==> config.mk <==
export PLATFORM = sky130hd
export DESIGN_NAME = aes_tbox_round_engine
export DESIGN_NICKNAME = d
export VERILOG_FILES = /design/src/rtl/aes_pkg.sv /design/src/rtl/aes_tbox_round_engine_te0box.sv /design/src/rtl/aes_tbox_round_engine.sv
export SDC_FILE = /design/constraint.sdc
export NUM_CORES = 1
export LEC_CHECK = 0
export CORE_UTILIZATION = 50
export DETAILED_ROUTE_END_ITERATION = 8
export GPL_TIMING_DRIVEN = 0
export PLACE_DENSITY = 0.77
export REMOVE_ABC_BUFFERS = 1
export SLEW_MARGIN = 20
export SYNTH_ARGS = -nofsm -noshare
export SYNTH_HDL_FRONTEND = slang
export SYNTH_HIERARCHICAL = 1
export SYNTH_SLANG_ARGS = --single-unit
==> constraint.sdc <==
create_clock -name clk -period 4.5 [get_ports clk]
set_input_delay 0.45 -clock clk [delete_from_list [all_inputs] [get_ports clk]]
set_output_delay 0.45 -clock clk [all_outputs]
set_load 0.01 [all_outputs]
==> src/rtl/aes_pkg.sv <==
// Shared types and helpers for the time-shared T-box AES round engine.
package aes_pkg;

    typedef enum logic [1:0] {
        IDLE  = 2'd0,
        ROUND = 2'd1,
        DONE  = 2'd2
    } state_e;

    localparam logic [4:0] CNT_DRAIN = 5'd16;

    // Rotate a 32-bit column right by n whole bytes (Te0 -> Te1..Te3).
    function automatic logic [31:0] rotr8(input logic [31:0] word, input logic [1:0] n);
        logic [31:0] r;
        case (n)
            2'd0:    r = word;
            2'd1:    r = {word[7:0],  word[31:8]};
            2'd2:    r = {word[15:0], word[31:16]};
            default: r = {word[23:0], word[31:24]};
        endcase
        return r;
    endfunction

endpackage

==> src/rtl/aes_tbox_round_engine_te0box.sv <==
// Registered Te0 lookup: out = {2*S[x], S[x], S[x], 3*S[x]} one cycle after in.
// Bits [23:16] of the output are the plain S-box value.
module aes_tbox_round_engine_te0box (
    input  logic        clk,
    input  logic [7:0]  te_in,
    output logic [31:0] te_out
);

    localparam logic [2047:0] SBOX = {
        128'h637c777bf26b6fc53001672bfed7ab76, 128'hca82c97dfa5947f0add4a2af9ca472c0,
        128'hb7fd9326363ff7cc34a5e5f171d83115, 128'h04c723c31896059a071280e2eb27b275,
        128'h09832c1a1b6e5aa0523bd6b329e32f84, 128'h53d100ed20fcb15b6acbbe394a4c58cf,
        128'hd0efaafb434d338545f9027f503c9fa8, 128'h51a3408f929d38f5bcb6da2110fff3d2,
        128'hcd0c13ec5f974417c4a77e3d645d1973, 128'h60814fdc222a908846eeb814de5e0bdb,
        128'he0323a0a4906245cc2d3ac629195e479, 128'he7c8376d8dd54ea96c56f4ea657aae08,
        128'hba78252e1ca6b4c6e8dd741f4bbd8b8a, 128'h703eb5664803f60e613557b986c11d9e,
        128'he1f8981169d98e949b1e87e9ce5528df, 128'h8ca1890dbfe6426841992d0fb054bb16
    };

    logic [7:0]  sb;
    logic [7:0]  sb2;
    logic [31:0] te_d;
    logic [31:0] te_q;

    always_comb begin
        sb   = SBOX[{~te_in, 3'b000} +: 8];
        sb2  = sb[7] ? ({sb[6:0], 1'b0} ^ 8'h1b) : {sb[6:0], 1'b0};
        te_d = {sb2, sb, sb, sb2 ^ sb};
    end

    always_ff @(posedge clk) begin
        te_q <= te_d;
    end

    assign te_out = te_q;

endmodule

==> src/rtl/aes_tbox_round_engine.sv <==
// Iterative AES encryptor issuing one Te0 lookup per cycle, 17 cycles per round.
// state | meaning
// IDLE  | waiting for plaintext; in_ready high, rk_idx = 0
// ROUND | cnt 0..15 issue lookups, cnt 1..16 accumulate, cnt 16 commits round
// DONE  | ciphertext held on out_data with out_valid until out_ready
module aes_tbox_round_engine
    import aes_pkg::*;
#(
    parameter int NR  = 10,
    parameter int RKW = 4
) (
    input  logic           clk,
    input  logic           rst_n,
    input  logic           in_valid,
    output logic           in_ready,
    input  logic [127:0]   in_data,
    output logic [RKW-1:0] rk_idx,
    input  logic [127:0]   rk_data,
    output logic           out_valid,
    input  logic           out_ready,
    output logic [127:0]   out_data
);

    localparam logic [RKW-1:0] LAST_ROUND = RKW'(NR);

    state_e         state_q, state_d;
    logic [4:0]     cnt_q, cnt_d;
    logic [RKW-1:0] round_q, round_d;
    logic [127:0]   st_q, st_d;
    logic [31:0]    acc_q [4];
    logic [31:0]    acc_d [4];
    logic           out_valid_q, out_valid_d;
    logic [127:0]   out_data_q, out_data_d;

    logic [1:0]     issue_w;
    logic [7:0]     te_in;
    logic [31:0]    te_out;
    logic [3:0]     res_k;
    logic [1:0]     res_c;
    logic [1:0]     res_r;
    logic           last_round;
    logic [31:0]    rot;

    aes_tbox_round_engine_te0box u_te0box (
        .clk    (clk),
        .te_in  (te_in),
        .te_out (te_out)
    );

    // Issue: byte r of state word (c+r) mod 4; result for the previous issue.
    always_comb begin
        issue_w    = cnt_q[3:2] + cnt_q[1:0];
        te_in      = st_q[{~{issue_w, cnt_q[1:0]}, 3'b000} +: 8];
        res_k      = cnt_q[3:0] - 4'd1;
        res_c      = res_k[3:2];
        res_r      = res_k[1:0];
        last_round = (round_q == LAST_ROUND);
        rot        = last_round ? ({te_out[23:16], 24'h0} >> {res_r, 3'b000})
                                : rotr8(te_out, res_r);
    end

    always_comb begin
        state_d     = state_q;
        cnt_d       = cnt_q;
        round_d     = round_q;
        st_d        = st_q;
        acc_d       = acc_q;
        out_valid_d = out_valid_q;
        out_data_d  = out_data_q;
        case (state_q)
            IDLE: begin
                if (in_valid) begin
                    st_d    = in_data ^ rk_data;
                    round_d = RKW'(1);
                    cnt_d   = 5'd0;
                    state_d = ROUND;
                end
            end
            ROUND: begin
                if (cnt_q != 5'd0) begin
                    acc_d[res_c] = ((res_r == 2'd0) ? 32'h0 : acc_q[res_c]) ^ rot;
                end
                if (cnt_q == CNT_DRAIN) begin
                    // Column 3's last term is still in flight, fold it in directly.
                    st_d  = {acc_q[0] ^ rk_data[127:96],
                             acc_q[1] ^ rk_data[95:64],
                             acc_q[2] ^ rk_data[63:32],
                             acc_q[3] ^ rot ^ rk_data[31:0]};
                    cnt_d = 5'd0;
                    if (last_round) begin
                        state_d     = DONE;
                        out_valid_d = 1'b1;
                        out_data_d  = st_d;
                    end else begin
                        round_d = round_q + RKW'(1);
                    end
                end else begin
                    cnt_d = cnt_q + 5'd1;
                end
            end
            DONE: begin
                if (out_ready) begin
                    state_d     = IDLE;
                    out_valid_d = 1'b0;
                    round_d     = '0;
                end
            end
            default: state_d = IDLE;
        endcase
    end

    always_ff @(posedge clk) begin
        if (!rst_n) begin
            state_q     <= IDLE;
            cnt_q       <= 5'd0;
            round_q     <= '0;
            st_q        <= '0;
            acc_q       <= '{default: '0};
            out_valid_q <= 1'b0;
            out_data_q  <= '0;
        end else begin
            state_q     <= state_d;
            cnt_q       <= cnt_d;
            round_q     <= round_d;
            st_q        <= st_d;
            acc_q       <= acc_d;
            out_valid_q <= out_valid_d;
            out_data_q  <= out_data_d;
        end
    end

    assign in_ready  = (state_q == IDLE);
    assign rk_idx    = (state_q == ROUND) ? round_q : '0;
    assign out_valid = out_valid_q;
    assign out_data  = out_data_q;

endmodule

==> results.rst <==
.. list-table::
   :header-rows: 1

   * - Metric
     - Value
   * - Endpoint kind of the worst setup timing path
     - flop
   * - Result of the run
     - complete, but fails checks
   * - Post-route design area
     - 0.0345 mm2
   * - Count of warnings emitted by yosys
     - 6
   * - Number of buffer cells added on primary ports
     - 393
   * - Startpoint of the most critical setup path
     - cnt_q[3]$_SDFFE_PN0P_
   * - Library cell occupying the most area in the post-synthesis netlist
     - dfxtp_1
   * - Reg-to-reg setup timing slack
     - -0.05 ns
   * - Top FF cell, synth
     - dfxtp_1
   * - Vias per Instance
     - 6.95
   * - WL per Instance
     - 27.6 um
   * - Post-placement setup slack
     - -2.14 ns
   * - Launching element type of the critical path
     - flop
   * - Finished Core Util
     - 65.3%
   * - Crit path max-delay cell type
     - mux4_4
   * - Number of instances in the synthesized netlist
     - 3,013
   * - NumNets Final
     - 3,552
   * - Min cycle time layout
     - 4.55 ns
   * - Final HPWL DP
     - 70,900 um
   * - Arr. time, crit path
     - 5.04 ns
   * - Routed wire length
     - 110,000 um
   * - Final Setup Violations
     - 5
   * - Y dimension of the die
     - 234 um
   * - Via Count
     - 27,700
   * - Pin count of the biggest net entering global routing
     - 78
   * - Starting density of the core
     - 51.0%
   * - Post-layout power
     - 15,300 uW
   * - Violations in the final reports
     - design-rule violations, negative setup slack
   * - CTS H-tree depth
     - 2
   * - Switching share of total power
     - 40.2%
   * - Capturing element of the worst setup path
     - u_te0box/te_out[3]$_DFF_P_
   * - TritonCTS Sinks
     - 414
   * - Remaining max-slew budget at the tightest pin
     - 17.8%
   * - Required time of the worst setup path
     - 5.00 ns
   * - Layout cell share with drive strength beyond 1
     - 10.7%
   * - Netlist cell types
     - 93
   * - Total standard cell area after synthesis
     - 0.0270 mm2
   * - Worst-path maximum fanout
     - 44
   * - Critical hold path startpoint
     - rst_n
   * - Initial antenna violation count
     - 1
   * - Leakage Power
     - 0.0135 uW
   * - Final hold violation count
     - 0
   * - Unrepaired setup endpoints after global routing
     - no
   * - Maximum clock rate
     - 220 MHz
   * - Cell types with the largest area share after synthesis
     - dfxtp_1 31%, xnor2_1 9.4%, mux2i_1 7.2%
   * - Initial drt markers
     - 3,735
   * - EDFF count, synth
     - 0
   * - Max stage delay on crit path
     - 0.75 ns
   * - Leading cell type in the layout, fill and taps excluded
     - dfxtp_1
   * - Placement row count
     - 84
   * - Fraction of power consumed by the clock network
     - 28.1%
   * - Setup skew after layout
     - 0.0359 ns
   * - Worst R2R Start
     - cnt_q[3]$_SDFFE_PN0P_
   * - Combinational Power Share
     - 43.2%
   * - Average cell area after synthesis
     - 8.95 um2
   * - Max-capacitance violation count
     - 0
   * - Maximum vdd drop
     - 0.000324 V
   * - Hold Buf Count CTS
     - 0
   * - Commonest non-fill, non-tap cells in the layout
     - 410 x dfxtp_1, 392 x clkdlybuf4s50_1, 347 x nand2_1
   * - Fill cell count
     - 4,064
   * - Placed standard-cell area
     - 0.0319 mm2
   * - List of cells traversed by the critical path
     - buf_16 > inv_12 > xnor2_4 > buf_12 > mux4_4 > buf_12 > nand2b_1 > a21oi_1 > o211ai_1 > o31ai_1 > or4_4 > xor2_2 > xnor2_1
   * - Pwr per Cell Area
     - 444 mW/mm2
   * - Critical Path Most Common Cell
     - buf_12
   * - TritonCTS clock tree
     - built
   * - Clock insertion delay at the later pin of the skew report
     - 0.64 ns
   * - Number of global-route vias before repair
     - 26,900
   * - Total global routing overflow
     - 0
   * - Area growth syn-to-layout
     - 28.1%
   * - Worst slack on hold paths
     - 0.311 ns
   * - Slew @ Worst Pin
     - 1.23 ns
   * - Count of state elements after synthesis
     - 414
   * - Width of the die
     - 234 um
   * - Ys async rst share
     - 0%
   * - HP Class
     - in -> reg
   * - Area of the die
     - 0.0548 mm2
   * - Clock slew at the register clock pins of the worst setup and hold paths
     - 0.06 ns
   * - Core Box Area
     - 0.0529 mm2
   * - First-pass GRT wire length
     - 163,000 um
   * - Area share of the largest cell type after synthesis
     - 30.7%
   * - IO Pins
     - 394
   * - Max clock buf depth
     - 3
   * - Detail Route Antenna Nets
     - 0
   * - Antenna fix cells
     - 0
   * - Root cell of the clock tree
     - clkbuf_16
   * - Kind of critical path
     - reg -> reg
   * - Final Cycle Share
     - 101%
   * - Proportion of power drawn by flip-flops and latches
     - 28.7%
   * - Sw Pwr
     - 6170 uW
   * - Final RePlAce weighted congestion
     - 0.935
   * - Sequential fraction of the synthesis area
     - 30.7%
   * - Endpoint of the worst-slack reg-to-reg timing path
     - u_te0box/te_out[3]$_DFF_P_
   * - Register-to-Register Path Depth
     - 13
   * - Clock buffer count from CTS
     - 47
   * - Router iterations before antenna repair
     - 9
   * - Number of remaining DRC errors
     - 30
   * - Setup slack of the critical path after layout
     - -0.0451 ns
   * - Total global routing track utilization
     - 38.8%
   * - Final Max Slew Viols
     - 0
   * - P_int
     - 9180 uW
repair_timing:
| action | 4_1_cts | 5_1_grt |
|---|---|---|
| cloned | 12 | 1 |
| setup endpoints to repair | 18 | 15 |
| resized for setup | 42 | 26 |
| buffers inserted | 32 | 9 |
| pin swaps | 4 | 6 |
synthesized netlist by cell type, types with 9 or more instances:
library cell and number:
o2bb2ai_1 11, xnor2_1 288, a22oi_1 88, a222oi_1 10, and2_1 31, o311ai_0 14, o211a_1 106, nor3_1 117
ha_1 26, inv_1 25, a21oi_1 67, nor2_1 140, o22ai_1 12, and3_1 14, o211ai_1 9, o21ai_1 24
buf_4 22, mux4_2 50, nor2b_1 23, nand2_1 349, xor2_1 16, o31ai_1 45, o221ai_1 35, a22o_1 99
o21a_1 30, buf_6 10, nand3_1 19, dfxtp_1 414, o21ai_0 68, clkbuf_1 154, a211oi_1 27, nand2b_1 21
buf_1 16, a221oi_1 151, a2bb2oi_1 22, o22ai_2 22, mux2i_1 195, a21o_1 24, buf_2 95
worst min path at each step:
| stage | depth (start not counted) | to |
|---|---|---|
| after floorplan | 2 | st_q[10]$_SDFFE_PN0P_ |
| after global placement | 2 | st_q[18]$_SDFFE_PN0P_ |
| after detailed placement | 2 | st_q[13]$_SDFFE_PN0P_ |
| after CTS | 2 | out_data[37]$_SDFFE_PN0P_ |
| after global routing | 2 | out_data[69]$_SDFFE_PN0P_ |
| final | 2 | out_data[37]$_SDFFE_PN0P_ |
per-stage QoR:
stage	instances	setup TNS [ns]
CTS	3980	-0.00330
detailed placement	3852	-32.52
global route	3989	0
global placement	3796	-3833.97
floorplan	2715	-1803.98
finish	3989	-0.132
cell families after synthesis:
kind of cell | share of synthesized area [%]
buf+inv | 5.57
xor+xnor | 10.1
flops | 30.7
fa+ha+maj | 1.21
mux | 11.7
compound gates | 28.1
simple gates | 12.6
layer usage:
metal	up-vias	global-route usage, %	share of wire [%]
met5	-	0	0.012
met4	2	22.1	6.0
met3	492	8.88	12
met2	1949	60.9	45
met1	13400	48.7	38
li1	11900	-	-
final cells by class:
type                       count  area (um2)  share of cell area (%)
multi-input combinational   2280       17700                    51.2
inverter                      28         146                   0.424
clock buffer                  72        1510                    4.38
tap                          688         861                    2.49
clock inverter                12         229                   0.663
timing repair buffer         495        5790                    16.8
sequential                   414        8300                    24.0
critical path: cells and delay by family (launching register included):
kind,cells,cell delay (ns)
flip-flops,1,0.38
AO/OA/AOI/OAI,3,0.70
AND/OR/NAND/NOR,2,1.07
XOR/XNOR,3,0.73
buffers and inverters,4,0.68
multiplexers,1,0.75
state kept, by name (all words and copies together) (netlist names):
register	cells
out_data	128
st_q	128
u_te0box/te_out	18
acc_q	128
out_valid	1
round_q	4
cnt_q	5
state_q	2
power by group through the flow:
stage	clock (uW)	sequential, uW	combinational (uW)
6_report	4320	4400	6630
5_1_grt	4480	4430	6870
3_5_place_dp	0	4460	5790
3_3_place_gp	0	4470	5520
2_1_floorplan	0	4340	3750
4_1_cts	4320	4370	6250
Power figures use the tool's default switching activity.
